$ cat src/rtl/multi_countdown_core.sv
// multi_countdown_core: N independent MM:SS BCD timer channels sharing one
// 1 s count-enable tick, driven by a single command port. Each channel counts
// down (cook timer) or up (stopwatch), latches its own alarm and emits a
// one-cycle done pulse on entry to ALARM. One channel is muxed out to the
// seven-segment display through a registered port.
module multi_countdown_core #(
    parameter int CHANNELS     = 4,
    parameter int CW           = 2,
    parameter int MAX_TENS_MIN = 9
) (
    input  logic                clk,
    input  logic                reset,          // asynchronous, active-low
    input  logic                count_enable,
    input  logic                cmd_valid,
    input  logic [CW-1:0]       cmd_chan,
    input  logic [2:0]          cmd_op,
    input  logic [15:0]         cmd_time,
    output logic                cmd_err,
    input  logic [CW-1:0]       disp_sel,
    output logic [15:0]         disp_time,
    output logic [CHANNELS-1:0] running,
    output logic [CHANNELS-1:0] alarm,
    output logic [CHANNELS-1:0] done_pulse
);

    typedef enum logic [1:0] {
        ST_IDLE   = 2'd0,
        ST_RUN    = 2'd1,
        ST_PAUSED = 2'd2,
        ST_ALARM  = 2'd3
    } chan_state_t;

    localparam logic [2:0] OP_LOAD_DOWN = 3'd0;
    localparam logic [2:0] OP_LOAD_UP   = 3'd1;
    localparam logic [2:0] OP_START     = 3'd2;
    localparam logic [2:0] OP_PAUSE     = 3'd3;
    localparam logic [2:0] OP_CLEAR     = 3'd4;
    localparam logic [2:0] OP_ACK       = 3'd5;

    // Up-count ceiling {MAX_TENS_MIN,9}:59
    localparam logic [15:0] CEIL = {4'(MAX_TENS_MIN), 12'h959};

    chan_state_t          state_q [CHANNELS];
    chan_state_t          state_d [CHANNELS];
    logic [15:0]          time_q  [CHANNELS];
    logic [15:0]          time_d  [CHANNELS];
    logic [CHANNELS-1:0]  mode_up_q;
    logic [CHANNELS-1:0]  mode_up_d;
    logic [CHANNELS-1:0]  done_d;
    logic                 err_d;
    logic [15:0]          disp_d;
    logic                 chan_ok;
    logic                 load_ok;

    // BCD decrement with borrow through sec, tens_sec and min; caller
    // guarantees the time is non-zero.
    function automatic logic [15:0] bcd_dec(input logic [15:0] t);
        logic [15:0] r;
        r = t;
        if (t[3:0] != 4'd0) begin
            r[3:0] = t[3:0] - 4'd1;
        end else begin
            r[3:0] = 4'd9;
            if (t[7:4] != 4'd0) begin
                r[7:4] = t[7:4] - 4'd1;
            end else begin
                r[7:4] = 4'd5;
                if (t[11:8] != 4'd0) begin
                    r[11:8] = t[11:8] - 4'd1;
                end else begin
                    r[11:8]  = 4'd9;
                    r[15:12] = t[15:12] - 4'd1;
                end
            end
        end
        return r;
    endfunction

    // BCD increment with carry through sec, tens_sec and min; caller
    // guarantees the time is below the ceiling.
    function automatic logic [15:0] bcd_inc(input logic [15:0] t);
        logic [15:0] r;
        r = t;
        if (t[3:0] != 4'd9) begin
            r[3:0] = t[3:0] + 4'd1;
        end else begin
            r[3:0] = 4'd0;
            if (t[7:4] != 4'd5) begin
                r[7:4] = t[7:4] + 4'd1;
            end else begin
                r[7:4] = 4'd0;
                if (t[11:8] != 4'd9) begin
                    r[11:8] = t[11:8] + 4'd1;
                end else begin
                    r[11:8]  = 4'd0;
                    r[15:12] = t[15:12] + 4'd1;
                end
            end
        end
        return r;
    endfunction

    // Command sanity: channel in range, and LOAD_DOWN time is legal BCD
    always_comb begin
        chan_ok = ({1'b0, cmd_chan} < (CW+1)'(CHANNELS));
        load_ok = (cmd_time[15:12] <= 4'(MAX_TENS_MIN)) &&
                  (cmd_time[11:8]  <= 4'd9) &&
                  (cmd_time[7:4]   <= 4'd5) &&
                  (cmd_time[3:0]   <= 4'd9);
    end

    // Per-channel next state: an addressed command wins over the tick,
    // otherwise a RUN channel counts on count_enable
    always_comb begin
        err_d = cmd_valid && !chan_ok;
        for (int ch = 0; ch < CHANNELS; ch++) begin
            state_d[ch]   = state_q[ch];
            time_d[ch]    = time_q[ch];
            mode_up_d[ch] = mode_up_q[ch];
            if (cmd_valid && chan_ok && (cmd_chan == CW'(ch))) begin
                case (cmd_op)
                    OP_LOAD_DOWN: begin
                        if (state_q[ch] == ST_RUN || !load_ok) begin
                            err_d = 1'b1;
                        end else begin
                            time_d[ch]    = cmd_time;
                            mode_up_d[ch] = 1'b0;
                            state_d[ch]   = ST_IDLE;
                        end
                    end
                    OP_LOAD_UP: begin
                        if (state_q[ch] == ST_RUN) begin
                            err_d = 1'b1;
                        end else begin
                            time_d[ch]    = 16'h0000;
                            mode_up_d[ch] = 1'b1;
                            state_d[ch]   = ST_IDLE;
                        end
                    end
                    OP_START: begin
                        if (state_q[ch] == ST_ALARM) begin
                            err_d = 1'b1;
                        end else if (state_q[ch] != ST_RUN) begin
                            if (!mode_up_q[ch] && time_q[ch] == 16'h0000) begin
                                err_d = 1'b1;
                            end else begin
                                state_d[ch] = ST_RUN;
                            end
                        end
                    end
                    OP_PAUSE: begin
                        if (state_q[ch] == ST_RUN) begin
                            state_d[ch] = ST_PAUSED;
                        end
                    end
                    OP_CLEAR: begin
                        time_d[ch]  = 16'h0000;
                        state_d[ch] = ST_IDLE;
                    end
                    OP_ACK: begin
                        if (state_q[ch] == ST_ALARM) begin
                            state_d[ch] = ST_IDLE;
                        end
                    end
                    default: begin
                        err_d = 1'b1;
                    end
                endcase
            end else if (count_enable && state_q[ch] == ST_RUN) begin
                if (mode_up_q[ch]) begin
                    if (time_q[ch] == CEIL) begin
                        state_d[ch] = ST_ALARM;
                    end else begin
                        time_d[ch] = bcd_inc(time_q[ch]);
                        if (bcd_inc(time_q[ch]) == CEIL) begin
                            state_d[ch] = ST_ALARM;
                        end
                    end
                end else begin
                    time_d[ch] = bcd_dec(time_q[ch]);
                    if (time_q[ch] == 16'h0001) begin
                        state_d[ch] = ST_ALARM;
                    end
                end
            end
            done_d[ch] = (state_d[ch] == ST_ALARM) && (state_q[ch] != ST_ALARM);
        end
    end

    // Display mux; out-of-range selects read as zero
    always_comb begin
        disp_d = 16'h0000;
        for (int ch = 0; ch < CHANNELS; ch++) begin
            if (disp_sel == CW'(ch)) begin
                disp_d = time_q[ch];
            end
        end
    end

    // State, time, mode and registered pulse/display outputs
    always_ff @(posedge clk or negedge reset) begin
        if (!reset) begin
            for (int ch = 0; ch < CHANNELS; ch++) begin
                state_q[ch] <= ST_IDLE;
                time_q[ch]  <= 16'h0000;
            end
            mode_up_q  <= '0;
            done_pulse <= '0;
            cmd_err    <= 1'b0;
            disp_time  <= 16'h0000;
        end else begin
            for (int ch = 0; ch < CHANNELS; ch++) begin
                state_q[ch] <= state_d[ch];
                time_q[ch]  <= time_d[ch];
            end
            mode_up_q  <= mode_up_d;
            done_pulse <= done_d;
            cmd_err    <= err_d;
            disp_time  <= disp_d;
        end
    end

    // running/alarm decode straight from the state registers
    always_comb begin
        for (int ch = 0; ch < CHANNELS; ch++) begin
            running[ch] = (state_q[ch] == ST_RUN);
            alarm[ch]   = (state_q[ch] == ST_ALARM);
        end
    end

endmodule

$ cat config.mk
export PLATFORM = sky130hd
export DESIGN_NAME = multi_countdown_core
export DESIGN_NICKNAME = d
export VERILOG_FILES = /design/src/rtl/multi_countdown_core.sv
export SDC_FILE = /design/constraint.sdc
export NUM_CORES = 1
export LEC_CHECK = 0
export CORE_UTILIZATION = 25
export CTS_CLUSTER_SIZE = 20
export DETAILED_ROUTE_END_ITERATION = 12
export GPL_TIMING_DRIVEN = 0
export PLACE_DENSITY = 0.43
export SLEW_MARGIN = 20
export SYNTH_ARGS = -nofsm -noshare
export SYNTH_HDL_FRONTEND = slang
export SYNTH_SLANG_ARGS = --single-unit
$ cat constraint.sdc
create_clock -name clk -period 2.6 [get_ports clk]
set_clock_uncertainty 0.2 [all_clocks]
set_input_delay 0.52 -clock clk [delete_from_list [all_inputs] [get_ports clk]]
set_output_delay 0.52 -clock clk [all_outputs]
set_load 0.01 [all_outputs]
# Word level (Yosys, flattened, before mapping)

Index checks and enable logic that the tools add are counted.

Word-level logic and storage cells: 435
Bits of input ports: 27
Output and inout port bits: 29
Register bits after elaboration: 97

Equality and inequality tests: 91
Mux-type cells: 208
$lt $le $gt $ge: 4
Reductions and logical operators: 73
Add/sub/neg operators: 32

Operators by type and width:

| kind                                                   | number |
|---|---|
| two-way mux 16 bit                                     | 28 |
| two-way mux 12 bit                                     | 24 |
| two-way mux 4 bit                                      | 48 |
| case mux 16 bit (3 select lines)                       | 4 |
| equality test 16 bit (second input constant)           | 8 |
| two-way mux 2 bit                                      | 52 |
| inequality test 3 bit (second input constant)          | 24 |
| adder 4 x 1 -> 4 bit (second input constant)           | 16 |
| equality test 16 x 1 -> 1 bit (second input constant)  | 4 |
| zero test 16 bit                                       | 4 |
| two-way mux 8 bit                                      | 8 |
| subtractor 4 x 1 -> 4 bit (second input constant)      | 16 |
| case mux 2 bit (6 select lines)                        | 4 |
| nonzero test 4 bit                                     | 12 |
| two-way mux 1 bit                                      | 32 |
| inequality test 4 bit (second input constant)          | 8 |
| AND reduction 8 bit                                    | 4 |
| AND reduction 7 bit                                    | 4 |
| equality test 2 bit (second input constant)            | 12 |
| inequality test 2 bit (second input constant)          | 12 |
| AND reduction 6 bit                                    | 4 |
| AND reduction 5 bit                                    | 4 |
| logical AND 1 bit                                      | 19 |
| inequality test 4 x 1 -> 1 bit (second input constant) | 4 |
| other kinds (17)                                       | 53 |

# Logic depth before layout (Yosys ltp)

Gate-level depths: netlist of the first run.

Depth after elaboration: 24
Mapped depth: 12
Mapped depth without buffers: 8

# Worst setup path before layout of the first run

No wires, ideal clock.

Kind: register -> register
From: register time_q[1] (netlist bit)
To: register time_q[5] (netlist bit)
Stages on the path, launching flop included: 12
Clock period less this slack: 2607 ps
Buffers on the path: 3
Setup time: 125 ps
Setup slack: -7 ps
Data required time: 2275 ps
Arrival time: 2282 ps
Cell sequence: dfrtp_1 -> inv_1 -> ha_1 -> and3b_1 -> buf_2 -> and4_1 -> buf_2 -> a31oi_1 -> or2_1 -> buf_2 -> o21ai_1 -> mux2_2

Cells in the longest elaborated chain, start to end: 6
Elaborated cells between the ends (all ways): 11
Those cells by class: eq/ne: 4; mux: 5; reduce/logical: 2

Ends and longest elaborated chain:

| what                            | RTL line | source |
|---|---|---|
| start, declared                 | 45       | `logic [15:0] time_q [CHANNELS];` |
| start signal, assigned by index | 214      | `time_q[ch] <= time_d[ch];` |
| inequality test 4 bit           | 84       | `if (t[3:0] != 4'd9) begin` |
| two-way mux 12 bit              | -        |  |
| two-way mux 16 bit (4 in a row) | -        |  |

Parallel ways exist; a longest one is shown, timed or not. The select of a mux whose other input is x is not followed.
A chain may end at the register's enable or synchronous reset.

# Final worst setup path of the first run

From: input port cmd_time[9]
To: register time_q[22] (netlist bit)

Cells in the longest elaborated chain, start to end: 8

Ends and longest elaborated chain:

| what                            | RTL line | source |
|---|---|---|
| start, declared                 | 17       | `input logic [15:0] cmd_time,` |
| <= comparator 4 bit             | 107      | `(cmd_time[11:8] <= 4'd9) &&` |
| logical AND 1 bit               | 106      | `load_ok = (cmd_time[15:12] <= 4'(MAX_TENS_MIN)) &&` |
| logical AND 1 bit               | 107      |  |
| logical AND 1 bit               | 108      | `(cmd_time[7:4] <= 4'd5) &&` |
| zero test 1 bit                 | 123      | `if (state_q[ch] == ST_RUN \|\| !load_ok) begin` |
| logical OR 1 bit                | 123      |  |
| inequality test 3 bit (no line) | -        |  |
| AND reduction 6 bit (no line)   | -        |  |

Every way passes these cells.

==> results of run 1 <==
## flip-flops by register name, indices dropped and copies added, names as in the netlist
| signal | cells |
|---|---|
| time_q | 64 |
| done_pulse | 4 |
| disp_time | 16 |
| cmd_err | 1 |
| state_q | 8 |
| mode_up_q | 4 |
## per-layer routing
metal	vias up	share of wire [%]
li1	4339	-
met1	4671	45
met2	320	47
met3	48	5.3
met4	0	2.1
met5	-	0
## worst paths after layout
| path | end | cells past startpoint |
|---|---|---|
| max | time_q[22]$_DFFE_PN0P_ | 7 |
| max in group asynchronous | time_q[61]$_DFFE_PN0P_ | 3 |
| min | time_q[47]$_DFFE_PN0P_ | 3 |
| min reg2reg | time_q[33]$_DFFE_PN0P_ | 1 |
| min in group asynchronous | time_q[17]$_DFFE_PN0P_ | 2 |
| max reg2reg | state_q[5]$_DFF_PN0_ | 6 |
## cell type report
class	count	area, µm²
Tap cell	455	569
Clock inverter	5	53.8
Multi-Input combinational cell	869	6280
Timing Repair Buffer	81	756
Sequential cell	97	2440
Antenna cell	1	2.50
Clock buffer	11	253
Buffer	95	440
Fill cell	3746	23600
Inverter	37	141
## per-stage QoR
stage	area, µm²	worst slack [ns]	setup TNS [ns]	cells	power [mW]
2_1_floorplan	8790	0.00983	0	1110	6.69
3_3_place_gp	9840	-3.64	-414.11	1613	8.72
3_5_place_dp	9870	-1.20	-61.29	1614	8.71
4_1_cts	10600	-0.0173	-0.0173	1640	10.5
5_1_grt	10900	-0.0881	-0.636	1650	11.6
6_report	10900	-0.00484	-0.00484	1651	10.8
## critical path, stage by stage
cell           delay (ns)
dlygate4sd2_1        0.41
o21ai_4              0.28
a41oi_2              0.23
o31ai_4              0.48
nor2_4               0.11
buf_4                0.20
o41ai_1              0.42
## power by group through the flow
stage | clock network [mW] | registers (mW) | logic, mW
2_1_floorplan | 0 | 2.64 | 4.06
3_3_place_gp | 0 | 2.85 | 5.87
3_5_place_dp | 0 | 2.85 | 5.86
4_1_cts | 1.52 | 2.87 | 6.10
5_1_grt | 1.57 | 3.16 | 6.86
6_report | 1.48 | 3.06 | 6.27
## layout by cell type (no fill, tap or decap), types with 12 or more instances in the layout
cell	netlist	routed
a211oi_1	20	18
inv_1	35	32
nor2_1	80	78
a21o_1	12	12
nand4_1	14	14
o22ai_1	15	13
clkdlybuf4s50_1	0	34
nand2b_1	16	14
a21oi_1	87	84
nor3_1	31	30
clkbuf_1	83	56
mux4_2	16	16
buf_4	1	34
clkbuf_2	0	18
nand2_1	89	85
a311oi_1	13	13
dfrtp_1	97	86
a31oi_1	40	38
ha_1	28	25
and2_1	14	14
o21ai_0	90	87
nand3_1	41	40
## cells by family after synthesis
kind of cell	count (synthesis)	synth area share, %
muxes	41	7.16
and+or+nand+nor	396	24.0
DFF	97	27.6
adders and majority gates	28	3.99
AOI/OAI and AO/OA	388	29.1
buffers and inverters	144	6.51
xor gates and xnor gates	16	1.59
## repair_timing
item	4_1_cts	5_1_grt
pin swaps	11	18
resized for setup	84	77
hold endpoints to repair	35	0
endpoints found under the setup margin	76	73
hold buffers	1	0
cloned	0	1
buffers inserted	14	16
==> summary.md, run 1 <==
| Metric | Value |
|---|---|
| GRT Util Overall | a little over a fifth |
| Seq pwr share | between 20 and 30% |
| Crit Reg-Reg Startpoint | mode_up_q[1]$_DFFE_PN0P_ |
| GRT Residual Overflow | 0 |
| Yosys warning count | 0 |
| CTS tree | yes |
| Failing checks | setup timing |
| RSZ-0062 raised after global routing | true |
| Skew-Pair Late Insertion Delay | 0.37 ns |
| IO Count | 56 |
| Final Hold Slack | 0.376 ns |
| DIE HEIGHT | approximately 190 µm |
| Root Buffer | clkbuf_16 |
| Leakage | 4.19 nW |
| Register area share after synthesis | roughly 28% |
| Slew margin rel. | about half |
| Period Utilization, post-route | 100% |
| Sink Count | 97 |
| Vias post-DR | about 9400 |
| Post-synth top area share | around 28% |
| Clock buffer count from CTS | 9 |
| Max VDD drop | 0.000387 V |
| Period minus WS final | around 2.6 ns |
| DR iter-0 viols | ~930 |
| CTS max path bufs | 2 |
| Switching Power | between 5 and 6 mW |
| Global-route wire length before repair | between 50 and 60 mm |
| Clock Power Share | ~14% |
| Internal Power | between 5 and 6 mW |
| H-tree depth | 3 |
| Core Rows | around 70 |
| Most instantiated cells after synthesis | 97 x dfrtp_1, 90 x o21ai_0, 89 x nand2_1 |
| Synth Register Bits | 97 |
| Setup Viol. Count Final | 1 |
| Power share of the combinational group | between 50% and 60% |
| Slew Limit Fails | 0 |
| Sw Share | between 40% and 50% |
| Syn Inst Count | about 1100 |
| F_max | between 300 and 400 MHz |
| Routed WL per cell | around 23 µm |
| Initial Utilization | about a quarter |
| Synth Area per Inst | 7.92 µm² |
| Hold Startpoint | cmd_time[15] |
| Crit end category | flop |
| CP Data Arrival Time | around 2.7 ns |
| Setup ws final | -0.00484 ns |
| Syn nets | roughly 1200 |
| Global Route met1 Usage | 29.1% |
| Final hold violations | 0 |
| Post-synth top area cell | dfrtp_1 |
| Vias in the first global route | just under 9000 |
| Worst-margin pin slew | 0.753 ns |
| Synth cell types | between 80 and 90 |
| Crit start category | input pin |
| Global Route met2 Usage | 34.5% |
| Met3 global-route usage | just under 3% |
| Synth area leaders | dfrtp_1 28%, o21ai_0 5.1%, a21oi_1 5.0% |
| Largest net degree at the start of global routing | between 60 and 70 |
| Nets | between 1000 and 1500 |
| Post-Syn Area | between 8000 and 9000 µm² |
| Initial antenna violation count | 1 |
| Critical path type | in2reg |
| Pwr Density | a little under 1000 nW/µm² |
| Remaining DRCs | 0 |
| Detailed Routing Iterations Pass 1 | 5 |
| P&R area growth vs syn | 24.5% |
| Status | finished with violations |
| Vias per inst | approximately 5.7 |
| Crit. Startpoint | cmd_time[9] |
| Routability Congestion | 0.908 |
| Util after Layout | between 30% and 40% |
| Top-count cell post-synth | dfrtp_1 |
| Die area | roughly 36000 µm² |
| Antenna-violating nets left | 0 |
| Post-detail-place hpwl | 28.5 mm |
| Port-buffer cells | 48 |
| Clock transition at path regs | around 0.070 ns |
| Asr flop ratio synth | between 90% and 100% |
| Fraction of layout cells with a size suffix above 1 | between 10% and 20% |
| Synth Flop Type | dfrtp_1 |
| Number of synthesized flops with an enable pin | 0 |
| Grt peak-use layer | met2 |
| Core ar. | between 30000 and 40000 µm² |
| Die Span X | about 190 µm |
| Hold WC Path Type | in2reg |
| CP Data Required Time | approximately 2.7 ns |
| Final wirelength | 38.0 mm |
| Max-cap violations | 0 |
| Reg-to-reg slack, setup | roughly 0.030 ns |
| CP Max Fanout | 10 |
(Power assumes the default switching activity.)
==> run 2, diff against run 1 <==
--- a/config.mk
+++ b/config.mk
@@ -5,11 +5,13 @@
 export SDC_FILE = /design/constraint.sdc
 export NUM_CORES = 1
 export LEC_CHECK = 0
+export CAP_MARGIN = 15
 export CORE_UTILIZATION = 25
 export CTS_CLUSTER_SIZE = 20
 export DETAILED_ROUTE_END_ITERATION = 12
 export GPL_TIMING_DRIVEN = 0
 export PLACE_DENSITY = 0.43
+export REMOVE_ABC_BUFFERS = 1
 export SLEW_MARGIN = 20
 export SYNTH_ARGS = -nofsm -noshare
 export SYNTH_HDL_FRONTEND = slang
==> run 2 against run 1 <==
Net effect:
- the run now ends clean
- worst hold slack worse by 0.053 ns
- count of clock-buffer cells in the layout unchanged
- global-route usage down 1.2 points
==> summary.md, run 2 (synthesized netlist as in run 1, its figures left out) <==
| Metric | Value |
|---|---|
| DR iter-0 viols | 740 (-20%) |
| CP Data Required Time | 2.69 ns (+0.04 ns) |
| GRT Util Overall | 20.0% (-1.2 points) |
| Slew Limit Fails | 0 (unchanged) |
| Buf/Inv on CP | 4 (+2) |
| Cell breakdown of the critical path | inv_4 > ha_4 > nand4b_1 > buf_4 > buf_4 > buf_4 > o22ai_2 > nand4_1 > or4_4 > a211oi_2 |
| Switching Power | 5.06 mW (-3.6%) |
| Global-route wire length before repair | 54.1 mm (-5.6%) |
| Final hold violations | 0 (unchanged) |
| RSZ-0062 raised after global routing | true |
| CTS max path bufs | 2 (unchanged) |
| Max-cap violations | 0 (unchanged) |
| Met3 global-route usage | 2.19% (-0.78 points) |
| Global Route met1 Usage | 28.4% (-0.69 points) |
| Antenna-violating nets left | 0 (unchanged) |
| H-tree depth | 3 (unchanged) |
| Critical path type | reg2reg |
| Die Span X | 189 µm (unchanged) |
| Total Neg Setup Slack | 0 ns (+0.00484 ns) |
| Worst-margin pin slew | 0.940 ns (+0.187 ns) |
| Initial antenna violation count | 0 (-1) |
| Largest net degree at the start of global routing | 54 (-14%) |
| Grt peak-use layer | met2 |
| Remaining DRCs | 0 (unchanged) |
| Setup ws final | 0.0277 ns (+0.0326 ns) |
| CP Max Fanout | 4 (-6) |
| Final wirelength | 36.2 mm (-4.6%) |
| Pwr Density | 975 nW/µm² (-1.3%) |
| ANT cells | 0 (-1) |
| Sink Count | 97 (unchanged) |
| P&R area growth vs syn | 21.6% |
| Crit path top cell by count | buf_4 |
| Max reg flops | 64 (unchanged) |
| Max VDD drop | 0.000354 V (-8.5%) |
| Status | completed |
| Setup Viol. Count Final | 0 (-1) |
| Period Utilization, post-route | 98.9% (-1.3 points) |
| Vias per inst | 5.68 (about the same) |
| Nets | 1176 (-5.5%) |
| Fraction of layout cells with a size suffix above 1 | 18.7% (+1.3 points) |
| Vias in the first global route | 8241 (-7.3%) |
| Die area | 35900 µm² (unchanged) |
| GRT Residual Overflow | 0 (unchanged) |
| Core Rows | 68 (unchanged) |
| Detailed Routing Iterations Pass 1 | 5 (unchanged) |
| F_max | 389 MHz (+1.3%) |
| Slew margin rel. | 37.1% (-13 points) |
| CP peak stage delay | 0.45 ns (-0.03 ns) |
| Period minus WS final | 2.57 ns (-0.0326 ns) |
| Leakage | 4.06 nW (-3.0%) |
| Most frequent cells in the layout | 88 x nand2_1, 87 x o21ai_0, 85 x a21oi_1, 79 x nor2_1, 72 x dfrtp_1 |
| Post-detail-place hpwl | 24.5 mm (-14%) |
| Global Route met2 Usage | 31.3% (-3.2 points) |
| Family with the most delay on the worst path | simple AND/OR/NAND/NOR gates |
| CP max-delay cell | or4_4 |
| Internal Power | 5.36 mW (-3.6%) |
| Hold WC Path Type | in2reg |
| Leading registers by flop count | time_q: 64 flops, disp_time: 16 flops, state_q: 8 flops |
| Port-buffer cells | 55 (+15%) |
| Post-Layout Cell Count | 1580 (-4.3%) |
| Power Total | 10.4 mW (-3.6%) |
| Routed WL per cell | 22.9 µm (-0.30%) |
| Most flops, register | time_q |
| Post-placement setup slack | -2.13 ns (-0.935 ns) |
| Clock transition at path regs | 0.08 ns (about the same) |
| Placed cells | 1517 (-6.0%) |
| Power share of the combinational group | 47.1% (-11 points) |
| Clock Power Share | 14.1% (+0.4 points) |
| Core ar. | 34500 µm² (unchanged) |
| CTS tree | yes |
| Sw Share | 48.6% (about the same) |
| Seq pwr share | 38.7% (+10 points) |
| Vias post-DR | 8968 (-4.4%) |
| Crit end category | flop |
| Crit start category | flop |
| Root Buffer | clkbuf_16 |
| CP Data Arrival Time | 2.66 ns (about the same) |
| DP Area | 9550 µm² (-3.2%) |
| Skew-Pair Late Insertion Delay | 0.37 ns (about the same) |
| IO Count | 56 (unchanged) |
| Initial Utilization | 25.4% (unchanged) |
| Commonest non-fill, non-tap cell in the layout | nand2_1 |
| Routability Congestion | 0.839 (-7.7%) |
| DIE HEIGHT | 189 µm (unchanged) |
| Design area | 10700 µm² (-2.3%) |
| Clock buffer count from CTS | 9 (unchanged) |
-- run 2: worst paths after layout --
path	from	to	slack [ns]	depth (start not counted)
worst max-delay path	time_q[17]$_DFFE_PN0P_	done_pulse[2]$_DFF_PN0_	0.03	10
worst min register to register	time_q[0]$_DFFE_PN0P_	time_q[0]$_DFFE_PN0P_	0.39	2
worst min-delay path	cmd_time[15]	time_q[47]$_DFFE_PN0P_	0.32	3
max in group asynchronous	reset	time_q[38]$_DFFE_PN0P_	1.04	3
min in group asynchronous	reset	done_pulse[2]$_DFF_PN0_	0.46	2
worst max register to register	time_q[17]$_DFFE_PN0P_	done_pulse[2]$_DFF_PN0_	0.03	10
-- run 2: stage by stage --
step | hold slack (ns) | util, %
2_1_floorplan | 0.0244 | -
3_3_place_gp | 0.406 | 27.4
3_5_place_dp | 0.312 | 27.7
4_1_cts | 0.399 | 30.1
5_1_grt | 0.350 | 30.9
6_report | 0.322 | 30.9
-- run 2: power by group through the flow --
stage | logic, mW | clock network (mW) | registers [mW]
after floorplan | 3.17 | 0 | 3.25
after global placement | 4.38 | 0 | 3.98
after detailed placement | 4.40 | 0 | 3.97
after CTS | 4.68 | 1.51 | 3.97
after global routing | 5.46 | 1.55 | 4.17
final | 4.91 | 1.47 | 4.03
-- run 2: what timing repair did --
| item | in CTS | in global routing |
|---|---|---|
| buffers inserted | 24 | 20 |
| hold buffers | 1 | 0 |
| pin swaps | 12 | 14 |
| setup endpoints to repair | 81 | 48 |
| hold endpoints to repair | 44 | 0 |
| cloned | 3 | 0 |
| gates resized for setup | 118 | 45 |
-- run 2: layer usage --
metal	share of wire (%)	vias to the layer above
met5	0	-
met4	2.9	0
met3	4.9	41
met2	46	279
met1	47	4461
li1	-	4187
-- run 2: final cells by class --
class                   count  area, µm²
fillers                  3743      23900
multi-input cells         872       6240
flip-flops and latches     97       2460
repair buffers            104        978
well taps                 455        569
clock buffers              11        243
inverters                  37        143
clock inverters             4       53.8
-- run 2: worst reg2reg max path, stage by stage, from the launching register on --
cell and delay [ns]:
dfrtp_2 0.43, inv_4 0.08, ha_4 0.13, nand4b_1 0.22
buf_4 0.22, buf_4 0.12, buf_4 0.13, o22ai_2 0.15
nand4_1 0.11, or4_4 0.45, a211oi_2 0.25
